File: config.mk
export PLATFORM = sky130hd
export DESIGN_NAME = axi4_instr_q
export DESIGN_NICKNAME = d
export VERILOG_FILES = /design/src/rtl/axi4_instr_q.sv
export SDC_FILE = /design/constraint.sdc
export NUM_CORES = 1
export LEC_CHECK = 0
export ABC_AREA = 1
export BUFFER_PORTS_ARGS = -buffer_cell sky130_fd_sc_hd__buf_2
export CORE_ASPECT_RATIO = 0.7
export CORE_UTILIZATION = 40
export DETAILED_ROUTE_END_ITERATION = 6
export GPL_ROUTABILITY_DRIVEN = 0
export GPL_TIMING_DRIVEN = 0
export PLACE_DENSITY = 0.58
export SLEW_MARGIN = 20
export SYNTH_ARGS = -nofsm -noshare
export SYNTH_HDL_FRONTEND = slang
export SYNTH_SLANG_ARGS = --single-unit
File: constraint.sdc
create_clock -name clk -period 8.7 [get_ports clk]
set_clock_uncertainty 0.05 [all_clocks]
set_input_delay 2.61 -clock clk [delete_from_list [all_inputs] [get_ports clk]]
set_output_delay 2.61 -clock clk [all_outputs]
set_load 0.01 [all_outputs]
File: src/rtl/axi4_instr_q.sv
// Buffers AXI-Stream DDR command beats and issues one decoded beat per cycle; push-to-output 2 edges.
// S_AXIS_TREADY drops only when the FIFO is full; a WAIT countdown or issue_en=0 stalls issue and outputs idle beats.
module axi4_instr_q #(
  parameter int SLOTS      = 4,
  parameter int BG_WIDTH   = 2,
  parameter int BANK_WIDTH = 2,
  parameter int COL_WIDTH  = 10,
  parameter int ROW_WIDTH  = 17,
  parameter int FIFO_DEPTH = 8
) (
  input  logic                          clk,
  input  logic                          rst_n,
  input  logic [32*SLOTS-1:0]           S_AXIS_TDATA,
  input  logic                          S_AXIS_TVALID,
  output logic                          S_AXIS_TREADY,
  input  logic                          issue_en,
  output logic [$clog2(FIFO_DEPTH):0]   fifo_level,
  output logic                          wait_busy,
  output logic [2:0]                    latest_instr_id,
  output logic [SLOTS-1:0]              ddr_write,
  output logic [SLOTS-1:0]              ddr_read,
  output logic [SLOTS-1:0]              ddr_pre,
  output logic [SLOTS-1:0]              ddr_act,
  output logic [SLOTS-1:0]              ddr_ref,
  output logic [SLOTS-1:0]              ddr_zq,
  output logic [SLOTS-1:0]              ddr_nop,
  output logic [SLOTS-1:0]              ddr_ap,
  output logic [SLOTS-1:0]              ddr_half_bl,
  output logic [SLOTS-1:0]              ddr_pall,
  output logic [SLOTS*BG_WIDTH-1:0]     ddr_bg,
  output logic [SLOTS*BANK_WIDTH-1:0]   ddr_bank,
  output logic [SLOTS*COL_WIDTH-1:0]    ddr_col,
  output logic [SLOTS*ROW_WIDTH-1:0]    ddr_row
);

  localparam int PW = $clog2(FIFO_DEPTH);
  localparam int LW = PW + 1;
  localparam int BW = 32 * SLOTS;
  localparam int A  = 3 + BANK_WIDTH + BG_WIDTH;

  localparam logic [2:0] OP_NOP  = 3'd0;
  localparam logic [2:0] OP_PRE  = 3'd1;
  localparam logic [2:0] OP_ACT  = 3'd2;
  localparam logic [2:0] OP_RD   = 3'd3;
  localparam logic [2:0] OP_WR   = 3'd4;
  localparam logic [2:0] OP_REF  = 3'd5;
  localparam logic [2:0] OP_ZQ   = 3'd6;
  localparam logic [2:0] OP_WAIT = 3'd7;

  logic [BW-1:0] mem [FIFO_DEPTH];
  logic [PW-1:0] wr_ptr, rd_ptr;
  logic [15:0]   wait_q;
  logic [BW-1:0] beat_q;
  logic          beat_vld_q;
  logic [BW-1:0] head;
  logic          push, pop;
  logic          wait_hit;
  logic [15:0]   wait_ld;

  assign head          = mem[rd_ptr];
  assign S_AXIS_TREADY = rst_n && (fifo_level != LW'(FIFO_DEPTH));
  assign push          = S_AXIS_TVALID && S_AXIS_TREADY;
  assign pop           = issue_en && (fifo_level != '0) && (wait_q == '0);
  assign wait_busy     = (wait_q != '0);

  // Highest-index WAIT slot wins, so scan upward and let later slots overwrite.
  always_comb begin
    wait_hit = 1'b0;
    wait_ld  = '0;
    for (int s = 0; s < SLOTS; s++) begin
      if (head[32*s +: 3] == OP_WAIT) begin
        wait_hit = 1'b1;
        wait_ld  = head[32*s+3 +: 16];
      end
    end
  end

  always_ff @(posedge clk) begin
    if (push) mem[wr_ptr] <= S_AXIS_TDATA;
  end

  always_ff @(posedge clk) begin
    if (!rst_n) begin
      wr_ptr     <= '0;
      rd_ptr     <= '0;
      fifo_level <= '0;
      wait_q     <= '0;
      beat_vld_q <= 1'b0;
      beat_q     <= '0;
    end else begin
      if (push) wr_ptr <= wr_ptr + PW'(1);
      if (pop)  rd_ptr <= rd_ptr + PW'(1);
      case ({push, pop})
        2'b10:   fifo_level <= fifo_level + LW'(1);
        2'b01:   fifo_level <= fifo_level - LW'(1);
        default: fifo_level <= fifo_level;
      endcase
      if (pop && wait_hit)  wait_q <= wait_ld;
      else if (wait_q != '0) wait_q <= wait_q - 16'd1;
      beat_vld_q <= pop;
      if (pop) beat_q <= head;
    end
  end

  logic [SLOTS-1:0]            n_write, n_read, n_pre, n_act, n_ref, n_zq, n_nop, n_ap, n_hbl, n_pall;
  logic [SLOTS*BG_WIDTH-1:0]   n_bg;
  logic [SLOTS*BANK_WIDTH-1:0] n_bank;
  logic [SLOTS*COL_WIDTH-1:0]  n_col;
  logic [SLOTS*ROW_WIDTH-1:0]  n_row;
  logic [2:0]                  op;

  always_comb begin
    n_write = '0; n_read = '0; n_pre = '0; n_act = '0; n_ref = '0; n_zq = '0;
    n_nop   = '1; n_ap   = '0; n_hbl = '0; n_pall = '0;
    n_bg    = '0; n_bank = '0; n_col = '0; n_row  = '0;
    op      = OP_NOP;
    if (beat_vld_q) begin
      n_nop = '0;
      for (int s = 0; s < SLOTS; s++) begin
        op = beat_q[32*s +: 3];
        case (op)
          OP_PRE: begin n_pre[s] = 1'b1; n_pall[s] = beat_q[32*s+A]; end
          OP_ACT: n_act[s] = 1'b1;
          OP_RD: begin
            n_read[s] = 1'b1;
            n_ap[s]   = beat_q[32*s+A+COL_WIDTH];
            n_hbl[s]  = beat_q[32*s+A+COL_WIDTH+1];
          end
          OP_WR: begin
            n_write[s] = 1'b1;
            n_ap[s]    = beat_q[32*s+A+COL_WIDTH];
            n_hbl[s]   = beat_q[32*s+A+COL_WIDTH+1];
          end
          OP_REF:  n_ref[s] = 1'b1;
          OP_ZQ:   n_zq[s]  = 1'b1;
          default: n_nop[s] = 1'b1;
        endcase
        if (op != OP_NOP && op != OP_WAIT) begin
          n_bank[s*BANK_WIDTH +: BANK_WIDTH] = beat_q[32*s+3 +: BANK_WIDTH];
          n_bg[s*BG_WIDTH +: BG_WIDTH]       = beat_q[32*s+3+BANK_WIDTH +: BG_WIDTH];
          n_row[s*ROW_WIDTH +: ROW_WIDTH]    = beat_q[32*s+A +: ROW_WIDTH];
          n_col[s*COL_WIDTH +: COL_WIDTH]    = beat_q[32*s+A +: COL_WIDTH];
        end
      end
    end
  end

  // Bits above the decoded fields of each slot are carried but never interpreted.
  logic unused_beat_bits;
  assign unused_beat_bits = ^beat_q;

  always_ff @(posedge clk) begin
    if (!rst_n) begin
      ddr_write <= '0; ddr_read <= '0; ddr_pre <= '0; ddr_act <= '0; ddr_ref <= '0;
      ddr_zq    <= '0; ddr_nop  <= '1; ddr_ap  <= '0; ddr_half_bl <= '0; ddr_pall <= '0;
      ddr_bg    <= '0; ddr_bank <= '0; ddr_col <= '0; ddr_row <= '0;
      latest_instr_id <= '0;
    end else begin
      ddr_write <= n_write; ddr_read <= n_read; ddr_pre <= n_pre; ddr_act <= n_act;
      ddr_ref   <= n_ref;   ddr_zq   <= n_zq;   ddr_nop <= n_nop; ddr_ap  <= n_ap;
      ddr_half_bl <= n_hbl; ddr_pall <= n_pall;
      ddr_bg    <= n_bg;    ddr_bank <= n_bank; ddr_col <= n_col; ddr_row <= n_row;
      if (beat_vld_q) latest_instr_id <= beat_q[2:0];
    end
  end

endmodule

# After elaboration in Yosys (flattened, before gate mapping)
# Memories as Yosys holds them, arrays and structs flattened. A register that Yosys moved wholly into a read port is not among the register bits.
# Cells that the tools add are included.
# op_classes
bitwise,0
n_eq_ne,35
n_mux,43
n_reduce_logical,39
n_shift,0
multipliers,0
magnitude_cmp,0
addsub,5
n_div,0
# ops
cell,n
$mux 16,6
$eq 3x3->1 const B,16
$reduce_and 3->1,12
$mux 1,34
$eq 3x2->1 const B,8
$reduce_or 6->1,4
$logic_not 16->1,1
$reduce_bool 16->1,1
$sub 16x1->16 const B,1
$eq 3x1->1 const B,4
$ne 3x3->1 const B,4
$reduce_bool 3->1,4
$logic_and 1x1->1,9
$pmux 4 s2,1
$reduce_or 2->1,4
$add 3x1->3 const B,2
$mux 3,2
$add 4x1->4 const B,1
$ne 4x4->1 const B,1
$reduce_bool 2->1,2
$reduce_bool 4->1,1
$sub 4x1->4 const B,1
$eq 2x1->1 const B,1
$eq 2x2->1 const B,1
$reduce_and 2->1,1
# totals
romBits,0
n_memories,1
ramBits,1024
register_bits,314
latch_bits,0
# memory_table
memory,words,width,read_ports,rd_clocked_by_memory_dff,wr,line,source
mem,8,128,1,1,1,50,logic [BW-1:0] mem [FIFO_DEPTH];

# Logic depth before layout (Yosys ltp)
# logic_depth
depth_word,7
mapped_depth,18
mapped_depth_nobuf,15

# Least setup slack after synthesis
# No wires, ideal clock.
# synth_path
kind,input to register
from,in rst_n
to,mem mem[0][0] (netlist bit) (enable)
t_arrival_ns,7.778
n_path_buf,1
setup_slack_ns,0.321
setup_ns,0.552
path_stages,7
path_cell_list,clkbuf_1 -> clkinv_1 -> a31oi_1 -> nand2_1 -> inv_1 -> nand2_1 -> nor2_1
# synth_between
elab_chain_len,4
# synth_rtl
element,line,source
start: declaration,12,"input logic rst_n,"
$logic_and 1x1->1,61,assign S_AXIS_TREADY = rst_n && (fifo_level != LW'(FIFO_DEPTH));
named net S_AXIS_TREADY,15,"output logic S_AXIS_TREADY,"
$logic_and 1x1->1,62,assign push = S_AXIS_TVALID && S_AXIS_TREADY;
$mux 1,79,if (push) mem[wr_ptr] <= S_AXIS_TDATA;
$mux 1 (not written as such),79,
end: declaration,50,
# The timed path passes the listed nets, and every way through them passes these cells.

# Worst setup path in the final report
# layout_path
from,in rst_n
to,out S_AXIS_TREADY
# layout_between
elab_chain_len,1
# layout_rtl
element,line
$logic_and 1x1->1,61
end: declaration,15
# No other way between the ends.

==> results.md <==
* Cts bufs inserted at 97
* Seq/Total Area, Yosys at 0.7210
* IO Pins at around 310
* Avg WL per Cell at ~25 um
* Post_cts resized at 0
* DR vias at roughly 27000
* CTS Buffer Depth at 3
* Slowest-stage cell, CP: clkinv_1
* Fin crit period at 7062 ps
* Crit path required time at 6040 ps
* Worst setup EP type: output pin
* CTS Sinks at just over 1000
* CTS root buf: clkbuf_16
* Top_reg_cell synth: edfxtp_1
* Leak at approximately 0.017 uW
* Min-Delay Path Class: flop to flop
* Worst-Skew Late Latency at between 700 and 800 ps
* Fraction of layout cells with a size suffix above 1 at 0.1656
* DR pass1 iterations at 6
* Pin count of the biggest net entering global routing at 22
* Setup slack, reg-to-reg at 5140 ps
* Setup violations, final at 0
* Row count at 95
* Unrepaired setup endpoints after global routing: false
* Initial antenna violation count at 24
* Port Buffer Count at between 200 and 300
* R2R cell count at 7
* Synth Register Bits at 1021
* Vias per inst at 5.329
* DP Wirelength at a little under 90 mm
* Max stage delay on crit path at about 580 ps
* Final cell count without fillers at between 5000 and 6000
* Final hold vios at 0
* FFs w/ async S/R, synth at 0
* H-tree Lvls at 3
* Total wire length at around 130 mm
* Drt drc at 0
* Post-Syn Area per Cell at about 12 sq um
* Slew HR at 0.2139
* Nets at slightly below 4000
* Vias in the first global route at approximately 25000
* Post-CTS Setup Bufs at 0
* Fin crit share at 0.8117
* CTS Hold Bufs at 0
* Critical Path Source Type: input port
* 1st-iter DRT viols at about 3200
* Reg2reg end: ddr_col[11]
* Area growth syn-to-layout at 18.53%
* Worst vdd ir at about 0.15 mV
* Die W at between 300 and 400 um
* Power per cell area at 242.6 nW/um^2
* Cells after DPL at between 4000 and 5000
* Remaining antenna violation count after routing at 0
* Syn_nets at about 3500
* Outcome: complete, no violations
* R2r startpoint: beat_vld_q
* Ys Warns at 0
* Hold_sp: beat_q[77]
* CTS tree: done
* Core area at about 96000 sq um
* Cell variety after synth at around 40
* CTS clk-pin slew, worst paths at ~60 ps
* Setup TNS at 0 ps
* Total GRT Usage at 0.2511
* Worst-Margin Slew at approximately 1200 ps
* Worst path cell trace: clkbuf_1 > clkinv_1 > a31oi_1 > buf_2
* Die H at 263.3 um
* Initial Util at 0.4052
* MaxCap Viol Count at 0
* Critical path arrival at between 4000 and 5000 ps
* Synthesized cell area at between 30000 and 40000 sq um
* Final Slew Violations at 0
* Crit path max fanout at 10
* Hold Path Sink: ddr_col[26]
* First-pass GRT wire length at about 180 mm
* Die area at 98810 sq um
* Setup CP Type: input port to output pin
* WHS Path Cells at 2
* Number of flops mapped to enable cells by yosys at ~770
* Highest clock rate at approximately 140 MHz
* Synth Instances at about 3300
* WHS at 381.9 ps
* Remaining global-route overflow at 0
==> cell usage after synthesis (4+ instances only) <==
master    number  area, sq um
a211oi_1      14        105.1
buf_6         14        157.7
nor3_1        15        75.07
a31oi_1       26        162.7
nor2_1       562         2110
dfxtp_1      253         5065
o21ai_0      446         2232
or2_2          4        25.02
buf_2         67        335.3
o221ai_1      14        122.6
mux2i_1       11        110.1
ha_1           7        87.58
clkbuf_1      84        315.3
o22ai_1      128        800.8
a21oi_1      116        580.6
inv_1        180        675.7
xor2_1        13        113.9
nand2_2        5        31.28
buf_4         64        480.5
clkinv_1       4        15.01
edfxtp_1     768        23060
nand3_1       88        440.4
o21ai_1       18        90.09
nand2_1      410         1539
buf_1         11        41.29
==> report_power, final <==
part | total (uW) | internal (uW) | switching, uW | leakage (uW)
Sequential | 5420 | 5360 | 62.5 | 0.00898
Combinational | 1500 | 407 | 1100 | 0.00646
Clock | 4290 | 2430 | 1860 | 0.00157
Total | 11200 | 8190 | 3020 | 0.0170
==> layout make-up <==
class	count	area [sq um]
diodes	9	22.52
well taps	1261	1578
flip-flops and latches	1021	28130
fillers	8712	50040
clock inverters	43	417.9
multi-input cells	1901	8911
clock buffers	139	2771
repair buffers	315	2372
inverters	187	711.9
plain buffers	240	1333
==> stage by stage <==
step / total power [uW] / setup WS (ps) / area, sq um / utilization
final: 11220 / 1638 / 46240 / 0.4803
after detailed placement: 6970 / 1620 / 43030 / 0.4470
after CTS: 11210 / 1617 / 46220 / 0.4801
after global placement: 6957 / -5547 / 41950 / 0.4357
after floorplan: 6355 / 320.5 / 39010 / -
after global routing: 11560 / 1612 / 46240 / 0.4803
==> routing by layer <==
layer | wire [um] | GRT usage
met5 | 354 | 0.01451
met4 | 2971 | 0.07082
met3 | 15200 | 0.09035
met2 | 52870 | 0.3564
met1 | 54570 | 0.3585
==> layout by cell type (no fill, tap or decap), types with 9 or more instances in the layout <==
master       n
clkinv_2    15
inv_1      180
mux2i_1     11
a21oi_1    116
clkbuf_8    10
buf_2      338
o21ai_1     19
xor2_1      13
clkinv_1    18
buf_1       11
nor3_1      15
nor2_4      10
edfxtp_1   768
dfxtp_1    253
o21ai_0    445
a211oi_1    14
nor2_1     554
buf_4       64
buf_12      26
clkbuf_1   109
buf_16      18
nand3_1     88
clkbuf_16  101
nand2_1    410
o221ai_1    14
a31oi_1     25
diode_2      9
buf_6       14
o22ai_1    128
==> worst max-delay path, delay by kind of cell <==
family	cells	cell delay, ps
buffers and inverters	3	1340
AOI/OAI and AO/OA	1	430
==> registers in the layout, summed over array words and instances, names as in the netlist, named ones only <==
name / cells
ddr_ref: 4
rd_ptr: 3
ddr_pall: 4
ddr_zq: 4
latest_instr_id: 3
wr_ptr: 3
beat_vld_q: 1
mem: 768
ddr_pre: 4
ddr_ap: 4
ddr_act: 4
fifo_level: 4
ddr_col: 36
ddr_write: 4
wait_q: 16
ddr_bg: 8
ddr_bank: 8
ddr_read: 4
ddr_nop: 4
ddr_half_bl: 4
beat_q: 96
ddr_row: 32
==> kinds of logic after synthesis <==
kind of cell / Yosys count / synth area share
flip-flops: 1021 / 0.7210
AO/OA/AOI/OAI: 769 / 0.1064
multiplexers: 11 / 0.002822
adder cells (fa/ha/maj): 7 / 0.002245
AND/OR/NAND/NOR: 1098 / 0.1117
XOR/XNOR: 16 / 0.003592
buffers and inverters: 427 / 0.05234
==> how the worst max path moves through the flow <==
stage | slack, ps | from | endpoint | cells after the start
after CTS | 1620 | rst_n | S_AXIS_TREADY | 4
after floorplan | 320 | rst_n | mem[0][0] | 7
after global routing | 1610 | rst_n | S_AXIS_TREADY | 4
after global placement | -5550 | rst_n | mem[4][46] | 7
final | 1640 | rst_n | S_AXIS_TREADY | 4
after detailed placement | 1620 | rst_n | S_AXIS_TREADY | 4
Note: power is estimated with default switching activity, not from simulation.
